[config.mk]
export PLATFORM = sky130hd
export DESIGN_NAME = acc_core_p
export DESIGN_NICKNAME = d
export VERILOG_FILES = /design/src/rtl/acc_core_p.sv
export SDC_FILE = /design/constraint.sdc
export NUM_CORES = 1
export LEC_CHECK = 0
export CORE_ASPECT_RATIO = 0.9
export CORE_MARGIN = 4
export CORE_UTILIZATION = 50
export CTS_BUF_LIST = sky130_fd_sc_hd__clkbuf_16
export CTS_CLUSTER_DIAMETER = 60
export DETAILED_ROUTE_END_ITERATION = 8
export PLACE_DENSITY = 0.85
export SYNTH_ARGS = -nofsm -noshare
export SYNTH_HDL_FRONTEND = slang
export SYNTH_SLANG_ARGS = --single-unit
export TNS_END_PERCENT = 30
[constraint.sdc]
create_clock -name clk -period 6.03 [get_ports clk]
set_input_delay 0.9045 -clock clk [delete_from_list [all_inputs] [get_ports clk]]
set_output_delay 0.9045 -clock clk [all_outputs]
set_load 0.05 [all_outputs]
[src/rtl/acc_core_p.sv]
// -----------------------------------------------------------------------------
// acc_core_p -- parametrised two-phase accumulator processor core.
//
// Every instruction takes two cycles: FETCH latches {opcode, operand} from the
// program ROM and advances pc; EXEC carries out the instruction. Two-word
// instructions find their low address word on rom_data during EXEC, which
// forms the target/data address T = {ir_operand, rom_data}.
//
// Optional feature macro: ACC_CORE_CALL_EN
//   defined   : hardware return-address stack, CALL/RET, sticky stack fault
//   undefined : 0xE is a two-word NOP, 0xF a one-word NOP, sp/fault tied to 0
//
// Parameters
//   DW          data / accumulator / operand width (IW = 4+DW, AW = 2*DW+4)
//   STACK_DEPTH return-stack entries (>= 1)
//
// Ports
//   clk, rst               clock, asynchronous active-high reset
//   rom_addr / rom_data    program address (= pc) / combinational program word
//   ram_addr               data address {ir_operand, rom_data}
//   ram_rdata / ram_wdata  combinational read data / write data (= acc)
//   ram_we / ram_re        single-cycle strobes during EXEC
//   in_port / out_port     input switches / registered output
//   pc, ir_opcode, ir_operand, acc, c_flag, z_flag   architectural state
//   phase                  0 = FETCH (or FAULT), 1 = EXEC
//   fault                  sticky stack overflow/underflow
//   sp                     return-stack entry count
// -----------------------------------------------------------------------------
module acc_core_p #(
  parameter int DW          = 4,
  parameter int STACK_DEPTH = 4,
  localparam int IW         = 4 + DW,
  localparam int AW         = 2 * DW + 4,
  localparam int SPW        = $clog2(STACK_DEPTH + 1)
) (
  input  logic           clk,
  input  logic           rst,
  output logic [AW-1:0]  rom_addr,
  input  logic [IW-1:0]  rom_data,
  output logic [AW-1:0]  ram_addr,
  input  logic [DW-1:0]  ram_rdata,
  output logic [DW-1:0]  ram_wdata,
  output logic           ram_we,
  output logic           ram_re,
  input  logic [DW-1:0]  in_port,
  output logic [DW-1:0]  out_port,
  output logic [AW-1:0]  pc,
  output logic [3:0]     ir_opcode,
  output logic [DW-1:0]  ir_operand,
  output logic [DW-1:0]  acc,
  output logic           c_flag,
  output logic           z_flag,
  output logic           phase,
  output logic           fault,
  output logic [SPW-1:0] sp
);

  localparam logic [3:0] OP_JC   = 4'h0;
  localparam logic [3:0] OP_JNC  = 4'h1;
  localparam logic [3:0] OP_CMPI = 4'h2;
  localparam logic [3:0] OP_CMPM = 4'h3;
  localparam logic [3:0] OP_LIT  = 4'h4;
  localparam logic [3:0] OP_IN   = 4'h5;
  localparam logic [3:0] OP_LD   = 4'h6;
  localparam logic [3:0] OP_ST   = 4'h7;
  localparam logic [3:0] OP_JZ   = 4'h8;
  localparam logic [3:0] OP_JNZ  = 4'h9;
  localparam logic [3:0] OP_ADDI = 4'hA;
  localparam logic [3:0] OP_ADDM = 4'hB;
  localparam logic [3:0] OP_JMP  = 4'hC;
  localparam logic [3:0] OP_OUT  = 4'hD;
  localparam logic [3:0] OP_CALL = 4'hE;
  localparam logic [3:0] OP_RET  = 4'hF;

  localparam logic [AW-1:0] PC_ONE = AW'(1);

  typedef enum logic [1:0] {S_FETCH, S_EXEC, S_FAULT} state_t;

  // DW+1-bit sum: top bit is the carry out.
  function automatic logic [DW:0] add_w(input logic [DW-1:0] a, input logic [DW-1:0] b);
    return {1'b0, a} + {1'b0, b};
  endfunction

  // DW+1-bit difference: top bit is the borrow (a < b unsigned).
  function automatic logic [DW:0] sub_w(input logic [DW-1:0] a, input logic [DW-1:0] b);
    return {1'b0, a} - {1'b0, b};
  endfunction

  function automatic logic is_zero(input logic [DW-1:0] v);
    return (v == '0);
  endfunction

  // Instructions that carry an address low word in the following ROM slot.
  function automatic logic is_two_word(input logic [3:0] op);
    return !((op == OP_CMPI) || (op == OP_LIT) || (op == OP_IN) ||
             (op == OP_ADDI) || (op == OP_OUT) || (op == OP_RET));
  endfunction

  state_t         state, state_n;
  logic [AW-1:0]  pc_n, pc_inc, tgt;
  logic [3:0]     op_n;
  logic [DW-1:0]  opd_n, acc_n, out_n, alu_b;
  logic           c_n, z_n;
  logic [DW:0]    sum, diff;
  logic           in_exec;

  assign in_exec   = (state == S_EXEC);
  assign pc_inc    = pc + PC_ONE;
  assign tgt       = {ir_operand, rom_data};
  assign rom_addr  = pc;
  assign ram_addr  = tgt;
  assign ram_wdata = acc;
  assign phase     = in_exec;
  // Strobes decode straight from state, so an asynchronous reset drops them at once.
  assign ram_we    = in_exec && (ir_opcode == OP_ST);
  assign ram_re    = in_exec && ((ir_opcode == OP_LD) || (ir_opcode == OP_CMPM) ||
                                 (ir_opcode == OP_ADDM));
  assign alu_b     = ((ir_opcode == OP_CMPM) || (ir_opcode == OP_ADDM)) ? ram_rdata : ir_operand;
  assign sum       = add_w(acc, alu_b);
  assign diff      = sub_w(acc, alu_b);

`ifdef ACC_CORE_CALL_EN
  localparam int SIW = (STACK_DEPTH > 1) ? $clog2(STACK_DEPTH) : 1;
  localparam logic [SPW-1:0] SP_FULL = SPW'(STACK_DEPTH);
  localparam logic [SPW-1:0] SP_ONE  = SPW'(1);

  logic [AW-1:0]  stack [STACK_DEPTH];
  logic [SPW-1:0] sp_r, sp_n, sp_dec;
  logic           fault_r, fault_n, push;

  assign sp_dec = sp_r - SP_ONE;
  assign sp     = sp_r;
  assign fault  = fault_r;

  // Stack storage carries no reset; only sp says which entries are valid.
  always_ff @(posedge clk) begin
    if (push) stack[sp_r[SIW-1:0]] <= pc_inc;
  end
`else
  assign sp    = '0;
  assign fault = 1'b0;
`endif

  always_comb begin
    state_n = state;
    pc_n    = pc;
    op_n    = ir_opcode;
    opd_n   = ir_operand;
    acc_n   = acc;
    c_n     = c_flag;
    z_n     = z_flag;
    out_n   = out_port;
`ifdef ACC_CORE_CALL_EN
    sp_n    = sp_r;
    fault_n = fault_r;
    push    = 1'b0;
`endif
    case (state)
      // ---- FETCH: latch instruction, step past it ----
      S_FETCH: begin
        {op_n, opd_n} = rom_data;
        pc_n          = pc_inc;
        state_n       = S_EXEC;
      end
      // ---- EXEC: execute; two-word ops also consume the address word ----
      S_EXEC: begin
        state_n = S_FETCH;
        pc_n    = is_two_word(ir_opcode) ? pc_inc : pc;
        case (ir_opcode)
          OP_JC:   if (c_flag)  pc_n = tgt;
          OP_JNC:  if (!c_flag) pc_n = tgt;
          OP_JZ:   if (z_flag)  pc_n = tgt;
          OP_JNZ:  if (!z_flag) pc_n = tgt;
          OP_JMP:  pc_n = tgt;
          OP_CMPI, OP_CMPM: begin
            // Low DW bits of the difference are zero exactly when acc == operand.
            c_n = diff[DW];
            z_n = is_zero(diff[DW-1:0]);
          end
          OP_LIT: begin
            acc_n = ir_operand;
            z_n   = is_zero(ir_operand);
          end
          OP_IN: begin
            acc_n = in_port;
            z_n   = is_zero(in_port);
          end
          OP_LD: begin
            acc_n = ram_rdata;
            z_n   = is_zero(ram_rdata);
          end
          OP_ADDI, OP_ADDM: begin
            {c_n, acc_n} = sum;
            z_n          = is_zero(sum[DW-1:0]);
          end
          OP_OUT:  out_n = acc;
          OP_CALL: begin
`ifdef ACC_CORE_CALL_EN
            if (sp_r == SP_FULL) begin
              pc_n    = pc;
              fault_n = 1'b1;
              state_n = S_FAULT;
            end else begin
              push = 1'b1;
              sp_n = sp_r + SP_ONE;
              pc_n = tgt;
            end
`endif
          end
          OP_RET: begin
`ifdef ACC_CORE_CALL_EN
            if (sp_r == '0) begin
              fault_n = 1'b1;
              state_n = S_FAULT;
            end else begin
              sp_n = sp_dec;
              pc_n = stack[sp_dec[SIW-1:0]];
            end
`endif
          end
          default: ;
        endcase
      end
      // ---- FAULT: everything frozen until reset ----
      default: ;
    endcase
  end

  always_ff @(posedge clk or posedge rst) begin
    if (rst) begin
      state      <= S_FETCH;
      pc         <= '0;
      ir_opcode  <= '0;
      ir_operand <= '0;
      acc        <= '0;
      c_flag     <= 1'b0;
      z_flag     <= 1'b0;
      out_port   <= '0;
`ifdef ACC_CORE_CALL_EN
      sp_r       <= '0;
      fault_r    <= 1'b0;
`endif
    end else begin
      state      <= state_n;
      pc         <= pc_n;
      ir_opcode  <= op_n;
      ir_operand <= opd_n;
      acc        <= acc_n;
      c_flag     <= c_n;
      z_flag     <= z_n;
      out_port   <= out_n;
`ifdef ACC_CORE_CALL_EN
      sp_r       <= sp_n;
      fault_r    <= fault_n;
`endif
    end
  end

endmodule

==> Word level (Yosys, flattened, before mapping) <==
Cells that the tools add are included.
{ "op_classes": {"n_div": 0, "order_cmp": 0, "shifts": 0, "mul": 0, "bitwise_logic": 0, "add_sub_neg": 3, "eq_ne": 15, "mux": 12, "reduce_logical": 27} }
{ "op_table": {"columns": ["cell", "count"], "rows": [
  ["2-to-1 mux 12 bit", 5],
  ["one-hot mux 12 bit (5 select lines)", 1],
  ["== test 4 bit, second input constant", 7],
  ["logical NOT 4 bit", 6],
  ["one-hot mux 12 bit (2 select lines)", 1],
  ["== test 4 x 3 -> 1 bit, second input constant", 4],
  ["one-hot mux 4 bit (4 select lines)", 1],
  ["adder 12 x 1 -> 12 bit, second input constant", 1],
  ["== test 4 x 2 -> 1 bit, second input constant", 2],
  ["logical OR 1 bit", 8],
  ["AND reduction 2 bit", 4],
  ["adder 4 x 4 -> 5 bit", 1],
  ["one-hot mux 1 bit (5 select lines)", 1],
  ["nonzero test 5 bit", 1],
  ["subtractor 4 x 4 -> 5 bit", 1],
  ["== test 4 x 1 -> 1 bit, second input constant", 1],
  ["2-to-1 mux 4 bit", 1],
  ["one-hot mux 2 bit (2 select lines)", 1],
  ["nonzero test 2 bit", 2],
  ["nonzero test 4 bit", 1],
  ["OR reduction 2 bit", 2],
  ["== test 2 x 1 -> 1 bit, second input constant", 1],
  ["logical AND 1 bit", 2],
  ["logical NOT 2 bit", 1],
  ["one-hot mux 1 bit (2 select lines)", 1]
]} }
{ "word_totals": {"romBits": 0, "in_bits": 18, "elab_cells": 65, "latch_bits": 0, "ff_bits": 32, "ramBits": 0, "memories": 0} }

==> Logic depth before layout (Yosys ltp) <==
Gate-level depths: netlist (run 1).
{ "depth": {"word_depth": 10, "ltp_mapped": 10, "depth_no_buf": 10} }

==> Worst setup path before layout (run 1) <==
OpenSTA, ideal clock, no wires.
{ "synth_path": {"path_type": "reg2out", "start": "register ir_opcode[1]", "end": "output port ram_we", "stages_incl_launch_ff": 4, "required_time_ps": 5125, "path_slack_ps": 2819, "path_buffers": 1, "arrival_ps": 2307, "cell_sequence": "dfrtp_1 clkbuf_1 nand2_1 nor3_1"} }
{ "synth_via": {"elab_chain_len": 2} }
{ "synth_rtl": {"columns": ["element", "line", "text"], "rows": [
  ["start: declaration", "48", "output logic [3:0] ir_opcode,"],
  ["start signal: assignment", "246", "ir_opcode <= op_n;"],
  ["== test 4 x 3 -> 1 bit", "115", "assign ram_we = in_exec && (ir_opcode == OP_ST);"],
  ["logical AND 1 bit", "115", null],
  ["end: declaration", "43", "output logic ram_we,"]
]} }
Every way passes these cells.

==> Final worst setup path (run 1) <==
{ "layout_path": {"start": "register ir_opcode[2]", "end": "output port ram_re"} }
{ "layout_via": {"elab_chain_len": 4, "elab_cells_between_ends": 6, "cone_classes": "eq/ne: 3; reduce/logical: 3"} }
{ "layout_rtl": {"columns": ["element", "line", "text"], "rows": [
  ["== test 4 x 3 -> 1 bit or == test 4 x 2 -> 1 bit (tied branches)", "116", "assign ram_re = in_exec && ((ir_opcode == OP_LD) || (ir_opcode == OP_CMPM) ||"],
  ["logical OR 1 bit", "116", null],
  ["logical OR 1 bit *", "116", null],
  ["logical AND 1 bit *", "116", null],
  ["end: declaration", "44", "output logic ram_re,"]
]} }
Mark *: on every way between the ends. The rest lies on a longest branch, timed or not.

==> results of run 1 <==
-- final cells by class --
class	count	area (um^2)	share of cell area, %
multi-input cells	192	1380	42.3
inverters	18	67.6	2.07
clock inverters	3	38.8	1.19
well taps	65	81.3	2.49
repair buffers	80	796	24.3
clock buffers	5	125	3.83
flip-flops and latches	31	776	23.7
-- layer usage --
layer  vias to the layer above  wire length, um
li1                       1085                -
met1                      1101             3010
met2                       134             3100
met3                         6              638
met4                         0               48
met5                         -                0
-- logic make-up after synthesis --
logic type / share of synthesized area [%]
muxes: 6.39
and+or+nand+nor: 15.5
other: 0.150
DFF: 30.9
AOI/OAI and AO/OA: 23.0
xor gates and xnor gates: 3.14
buffers and inverters: 14.3
adders and majority gates: 6.59
-- through the flow --
stage	hold WS [ns]	utilization (%)	total power, mW	cell area (um^2)	setup WS [ns]
floorplan	0.766	-	0.965	2520	2.82
global placement	0.458	64.2	1.16	3100	2.80
detailed placement	0.467	64.2	1.17	3100	2.71
CTS	0.484	67.6	1.45	3270	2.70
global route	0.505	67.6	1.52	3270	2.53
finish	0.479	67.6	1.45	3270	2.68
-- power groups by stage --
stage          sequential, mW  clock [mW]  combinational [mW]
2_1_floorplan           0.521           0               0.444
3_3_place_gp            0.355           0               0.801
3_5_place_dp            0.359           0               0.807
4_1_cts                 0.356       0.286               0.811
5_1_grt                 0.370       0.292               0.854
6_report                0.357       0.283               0.809
-- Yosys cell counts (6+ instances only) --
library cell / instances
buf_4: 32
dfrtp_1: 31
inv_1: 18
nand2_1: 18
o21ai_0: 17
a21oi_1: 16
mux2_2: 12
nor2_1: 11
ha_1: 10
clkbuf_1: 8
nor3_1: 7
nand3_1: 6
xnor2_1: 6
-- worst max-delay path by stage --
stage / start / to / depth (start not counted)
6_report: ir_opcode[2] / ram_re / 4
5_1_grt: ir_opcode[2] / ram_re / 4
4_1_cts: ir_opcode[1] / ram_we / 3
3_5_place_dp: ram_rdata[0] / z_flag / 9
3_3_place_gp: ram_rdata[0] / z_flag / 9
2_1_floorplan: ir_opcode[1] / ram_we / 3
-- critical path: stages, from the launching register on --
cell and delay, ns:
dfrtp_1 0.62, nor3b_1 0.56, a21oi_1 0.08, nor2_1 0.11
clkdlybuf4s50_1 0.81
-- flip-flops by register name, indices dropped and copies added, names as in the netlist --
signal,count
pc,12
acc,4
c_flag,1
state,1
z_flag,1
ir_operand,4
out_port,4
ir_opcode,4
-- placed cells by master (no fill, tap or decap), drive strengths merged, types with 6 or more instances in the layout --
cell type and count:
a21oi 16, a31oi 6, clkdlybuf4s50 78, dfrtp 31, ha 10, inv 18, mux2 13, nand2 18
nand3 6, nor2 11, nor3 7, o21ai 18, xnor2 6
==> impl_results.md, run 1 <==
* R2r endpoint: z_flag
* Max-cap violation count at 0
* Reg-to-reg slack, setup at 2.79 ns
* Clock power frac at 19.5%
* Hold Crit Depth at 1
* Final hold vios at 0
* Global-route wire length before repair at 10.5 mm
* ANT cells at 0
* Initial DRC Count at 190
* Setup Buffers After CTS at 0
* Unique masters post-synth at 58
* CTS resizes at 0
* Vias in the first global route at 2053
* Largest net degree at the start of global routing at 35
* Area of the core at 4830 um^2
* Avg Vias per Cell at 5.90
* Root Driver: clkbuf_16
* Leak at 1.37 nW
* Gr usage total at 22.2%
* Synth top area share at 30.9%
* Power share of the sequential group at 24.6%
* Sequential element share of the synthesized area at 30.9%
* Crit start category: flip-flop
* Combinational Power Share at 55.8%
* # DRC at 0
* Share of layout cells above drive strength 1 at 7.90%
* TritonCTS Buffers at 5
* Min-Delay Path Class: flip-flop to flip-flop
* Die W at 82.6 um
* Layout Cells excl Fill at 394
* Post-DP HPWL at 5.05 mm
* Hold Path Sink: ir_opcode[1]
* Worst slew pin tran at 0.695 ns
* Worst-Skew Late Latency at 0.27 ns
* Switching portion of total power at 48.9%
* Worst-path fanout max at 16
* Number of synthesized flops with an enable pin at 0
* Cells on worst reg2reg path at 10
* Async SR Flop Fraction at 100%
* Setup TNS at 0 ns
* Fill count at 390
* DIE HEIGHT at 75.2 um
* Clock sinks at 31
* Period utilization at 55.6%
* Max-slew headroom at 53.7%
* Synth Flop Type: dfrtp_1
* Clock tree buffer depth at 2
* Internal power at 0.740 mW
* Fin. max-slew vios at 0
* Routed wire length per instance at 17.2 um
* Most Crowded Layer GR: met1
* Final wirelength at 6.79 mm
* Number of buffers added on ports at 78
* RePlAce Congestion at 0.924
* RR Startpoint: ir_opcode[1]
* Skew final at 0.00755 ns
* Worst Path Required at 5.13 ns
* Synthesized area at 2510 um^2
* Met2 Resource Use GR at 31.6%
* Run status: complete, no violations
* 1st-pass router iterations at 5
* Row cnt at 24
* IO Count at 83
* Met3 Resource Use GR at 4.67%
* Mapped Cells at 281
* RSZ-0062 raised after global routing: false
* Die ar. at 6210 um^2
* Tmin final at 3.35 ns
* Post-DRT Antenna Nets at 0
* Setup Viol. Count Final at 0
* Switching pwr at 0.709 mW
* Initial antenna violation count at 0
* Critical path class: flip-flop to output port
* Ys Warns at 0
* Critical hold path startpoint: state[0]
* H-tree depth at 2
* Initial Util at 51.9%
* CP Data Arrival Time at 2.45 ns
* CTS tree: built
* Gr ovfl total at 0
* Yosys reg bits at 31
* Post-layout nets at 358
* Post-Place Cells at 386
* Pwr Density at 444 nW/um^2
* Worst vdd ir at 344 uV
* Highest clock rate at 298 MHz
* Vias at 2326
* Met1 usage at 34.9%
* Clock slew at the register clock pins of the worst setup and hold paths at 0.06 ns
* Mean post-synth cell area at 8.92 um^2
* Hold Buf Count CTS at 0
* Synth area leader: dfrtp_1
* Ranking of synthesized cells by area: dfrtp_1 (31%), buf_4 (9.6%), mux2_2 (5.4%)
* CP Capture Type: output port
* Area Growth Syn to Fin at 30.3%
Note: power is estimated with default switching activity, not from simulation.
==> inputs of run 2 (changes only) <==
--- a/config.mk
+++ b/config.mk
@@ -7,11 +7,11 @@
 export LEC_CHECK = 0
 export CORE_ASPECT_RATIO = 0.9
 export CORE_MARGIN = 4
-export CORE_UTILIZATION = 50
+export CORE_UTILIZATION = 42
 export CTS_BUF_LIST = sky130_fd_sc_hd__clkbuf_16
 export CTS_CLUSTER_DIAMETER = 60
 export DETAILED_ROUTE_END_ITERATION = 8
-export PLACE_DENSITY = 0.85
+export PLACE_DENSITY = 0.76
 export SYNTH_ARGS = -nofsm -noshare
 export SYNTH_HDL_FRONTEND = slang
 export SYNTH_SLANG_ARGS = --single-unit
==> constraint.sdc (replaced) <==
create_clock -name clk -period 2.75 [get_ports clk]
set_input_delay 0.4125 -clock clk [delete_from_list [all_inputs] [get_ports clk]]
set_output_delay 0.4125 -clock clk [all_outputs]
set_load 0.05 [all_outputs]
==> run 2 against run 1 <==
Final area rose by 3.5%. Clock skew is 0.0036 ns lower. Setup slack got worse by 2.5 ns. Largest power group unchanged. Highest routed layer unchanged.
==> impl_results.md, run 2 (synthesis gave the netlist of run 1 again) <==
* Clock sinks at 31 (unchanged)
* CTS tree: built
* Skew final at 0.00390 ns (-0.00364 ns)
* Min-Delay Path Class: flip-flop to flip-flop
* 1st-pass router iterations at 5 (unchanged)
* Tmin final at 2.60 ns
* Post-DP HPWL at 5.59 mm (+11%)
* Leak at 1.43 nW (+4.5%)
* Vias in the first global route at 2284 (+11%)
* Most frequent cells in the layout: clkdlybuf4s50_1 (76), dfrtp_1 (28), inv_1 (18)
* Crit start category: flip-flop
* Post-Place Cells at 402 (+4.1%)
* FF/Latch Area at 779 um^2 (+0.48%)
* Area of the core at 5730 um^2 (+18%)
* Fill count at 527 (+35%)
* # DRC at 0 (unchanged)
* Period utilization at 94.7%
* Share of layout cells above drive strength 1 at 13.2% (+5.3 points)
* Crit-path cells: and2b_1 > nand2_2 > mux2_2 > ha_1 > fa_2 > xnor2_2 > nand4b_1 > mux2i_1 > o21ai_0 > a221oi_1
* Vias at 2345 (+0.82%)
* Cell Area, Placed at 3210 um^2 (+3.5%)
* Final wirelength at 7.42 mm (+9.2%)
* Avg Vias per Cell at 5.72 (-3.1%)
* Biggest register: pc
* Final hold vios at 0 (unchanged)
* Final Util at 59.1% (-8.5 points)
* Clock tree buffer depth at 2 (unchanged)
* Pwr Density at 955 nW/um^2 (+120%)
* Gr usage total at 21.3% (-0.88 points)
* Die ar. at 7270 um^2 (+17%)
* Worst-path fanout max at 4 (-12)
* Setup Viol. Count Final at 0 (unchanged)
* Largest net degree at the start of global routing at 32 (-8.6%)
* Post-DRT Antenna Nets at 0 (unchanged)
* Root Driver: clkbuf_16
* Clock slew at the register clock pins of the worst setup and hold paths at 0.05 ns (about the same)
* RePlAce Congestion at 0.879 (-4.9%)
* Setup TNS at 0 ns (unchanged)
* Worst slew pin tran at 0.634 ns (-0.0614 ns)
* Combined area of the multi-input logic cells at 1400 um^2 (+0.99%)
* Row cnt at 26 (+8.3%)
* Post-layout nets at 369 (+3.1%)
* Routed wire length per instance at 18.1 um (+5.0%)
* Die W at 89.4 um (+8.2%)
* Max-cap violation count at 0 (unchanged)
* TritonCTS Buffers at 5 (unchanged)
* Initial antenna violation count at 0 (unchanged)
* Final Instance Area at 3380 um^2 (+3.5%)
* CP max stage cell: dfrtp_2
* Layout Cells excl Fill at 410 (+4.1%)
* RSZ-0062 raised after global routing: false
* CP Data Arrival Time at 2.78 ns (+0.33 ns)
* Max-slew headroom at 57.8% (+4.1 points)
* Worst Path Required at 2.92 ns (-2.21 ns)
* Global-route wire length before repair at 12.0 mm (+14%)
* Run status: complete, no violations
* Critical path class: flip-flop to flip-flop
* Number of buffers added on ports at 78 (unchanged)
* Worst vdd ir at 690 uV (+100%)
* Worst-Skew Late Latency at 0.28 ns (about the same)
* IO Count at 83 (unchanged)
* Initial Util at 43.8% (-8.1 points)
* CP Capture Type: flip-flop
* Commonest non-fill, non-tap cell in the layout: clkdlybuf4s50_1
* Initial DRC Count at 262 (+38%)
* Gr ovfl total at 0 (unchanged)
* Fin. max-slew vios at 0 (unchanged)
* ANT cells at 0 (unchanged)
* Area Growth Syn to Fin at 34.9%
* DIE HEIGHT at 81.3 um (+8.1%)
* Highest clock rate at 384 MHz
* H-tree depth at 2 (unchanged)
* Max reg flops at 12 (unchanged)
* Largest stage delay, worst path at 0.39 ns (-0.42 ns)
[run 2: cell types whose count changed in the layout (fill, tap and decap cells not counted), sizes merged]
cell,before,now
clkdlybuf4s50,78,76
buf,2,15
[run 2: worst paths after layout]
check                                  start  depth (start not counted)  slack (ns)      endpoint
worst max register to register  ir_opcode[1]                         10        0.15        z_flag
min in group asynchronous                rst                          3        0.53   out_port[0]
max in group asynchronous                rst                          3        1.89  ir_opcode[1]
worst min-delay path             out_port[0]                          2        0.49   out_port[0]
worst min register to register   out_port[0]                          2        0.49   out_port[0]
worst max-delay path            ir_opcode[1]                         10        0.15        z_flag
[run 2: cell type report]
| cell class | count | share of cell area [%] |
|---|---|---|
| Clock inverter | 3 | 1.15 |
| Sequential cell | 31 | 23.0 |
| Timing Repair Buffer | 91 | 26.2 |
| Inverter | 18 | 2.00 |
| Multi-Input combinational cell | 192 | 41.3 |
| Clock buffer | 5 | 3.70 |
| Tap cell | 70 | 2.59 |
[run 2: where the power goes]
group / internal [mW] / switching, mW
Combinational: 0.647 / 1.18
Clock: 0.422 / 0.207
Sequential: 0.574 / 0.201
[run 2: worst max-delay path: cells and delay by family (launching register included)]
family	cells	cell delay, ns
fa+ha+maj	2	0.60
mux	2	0.50
compound gates	2	0.43
simple gates	3	0.41
flops	1	0.39
xor+xnor	1	0.19
[run 2: metrics by stage]
step                      worst slack [ns]  total power [mW]  hold WS [ns]
after CTS                           0.0666              3.24         0.502
after detailed placement          -0.00209              2.60         0.492
final                                0.147              3.23         0.491
after global routing               0.00835              3.38         0.510
after global placement              0.0378              2.57         0.467
after floorplan                     0.0104              2.12         0.516
[run 2: what timing repair did]
action                                 in CTS  in global routing
gates resized for setup                     0                  3
setup buffers                               0                  0
setup endpoints to repair                   0                  1
hold buffers                                0                  0
endpoints found under the hold margin       0                  0
[run 2: layer usage]
metal | share of wire (%) | vias to the layer above | track usage (%)
met4 | 1.1 | 0 | 4.02
met3 | 7.5 | 9 | 5.58
met1 | 46 | 1134 | 31.6
met5 | 0 | - | 0
li1 | - | 1106 | -
met2 | 46 | 96 | 31.2
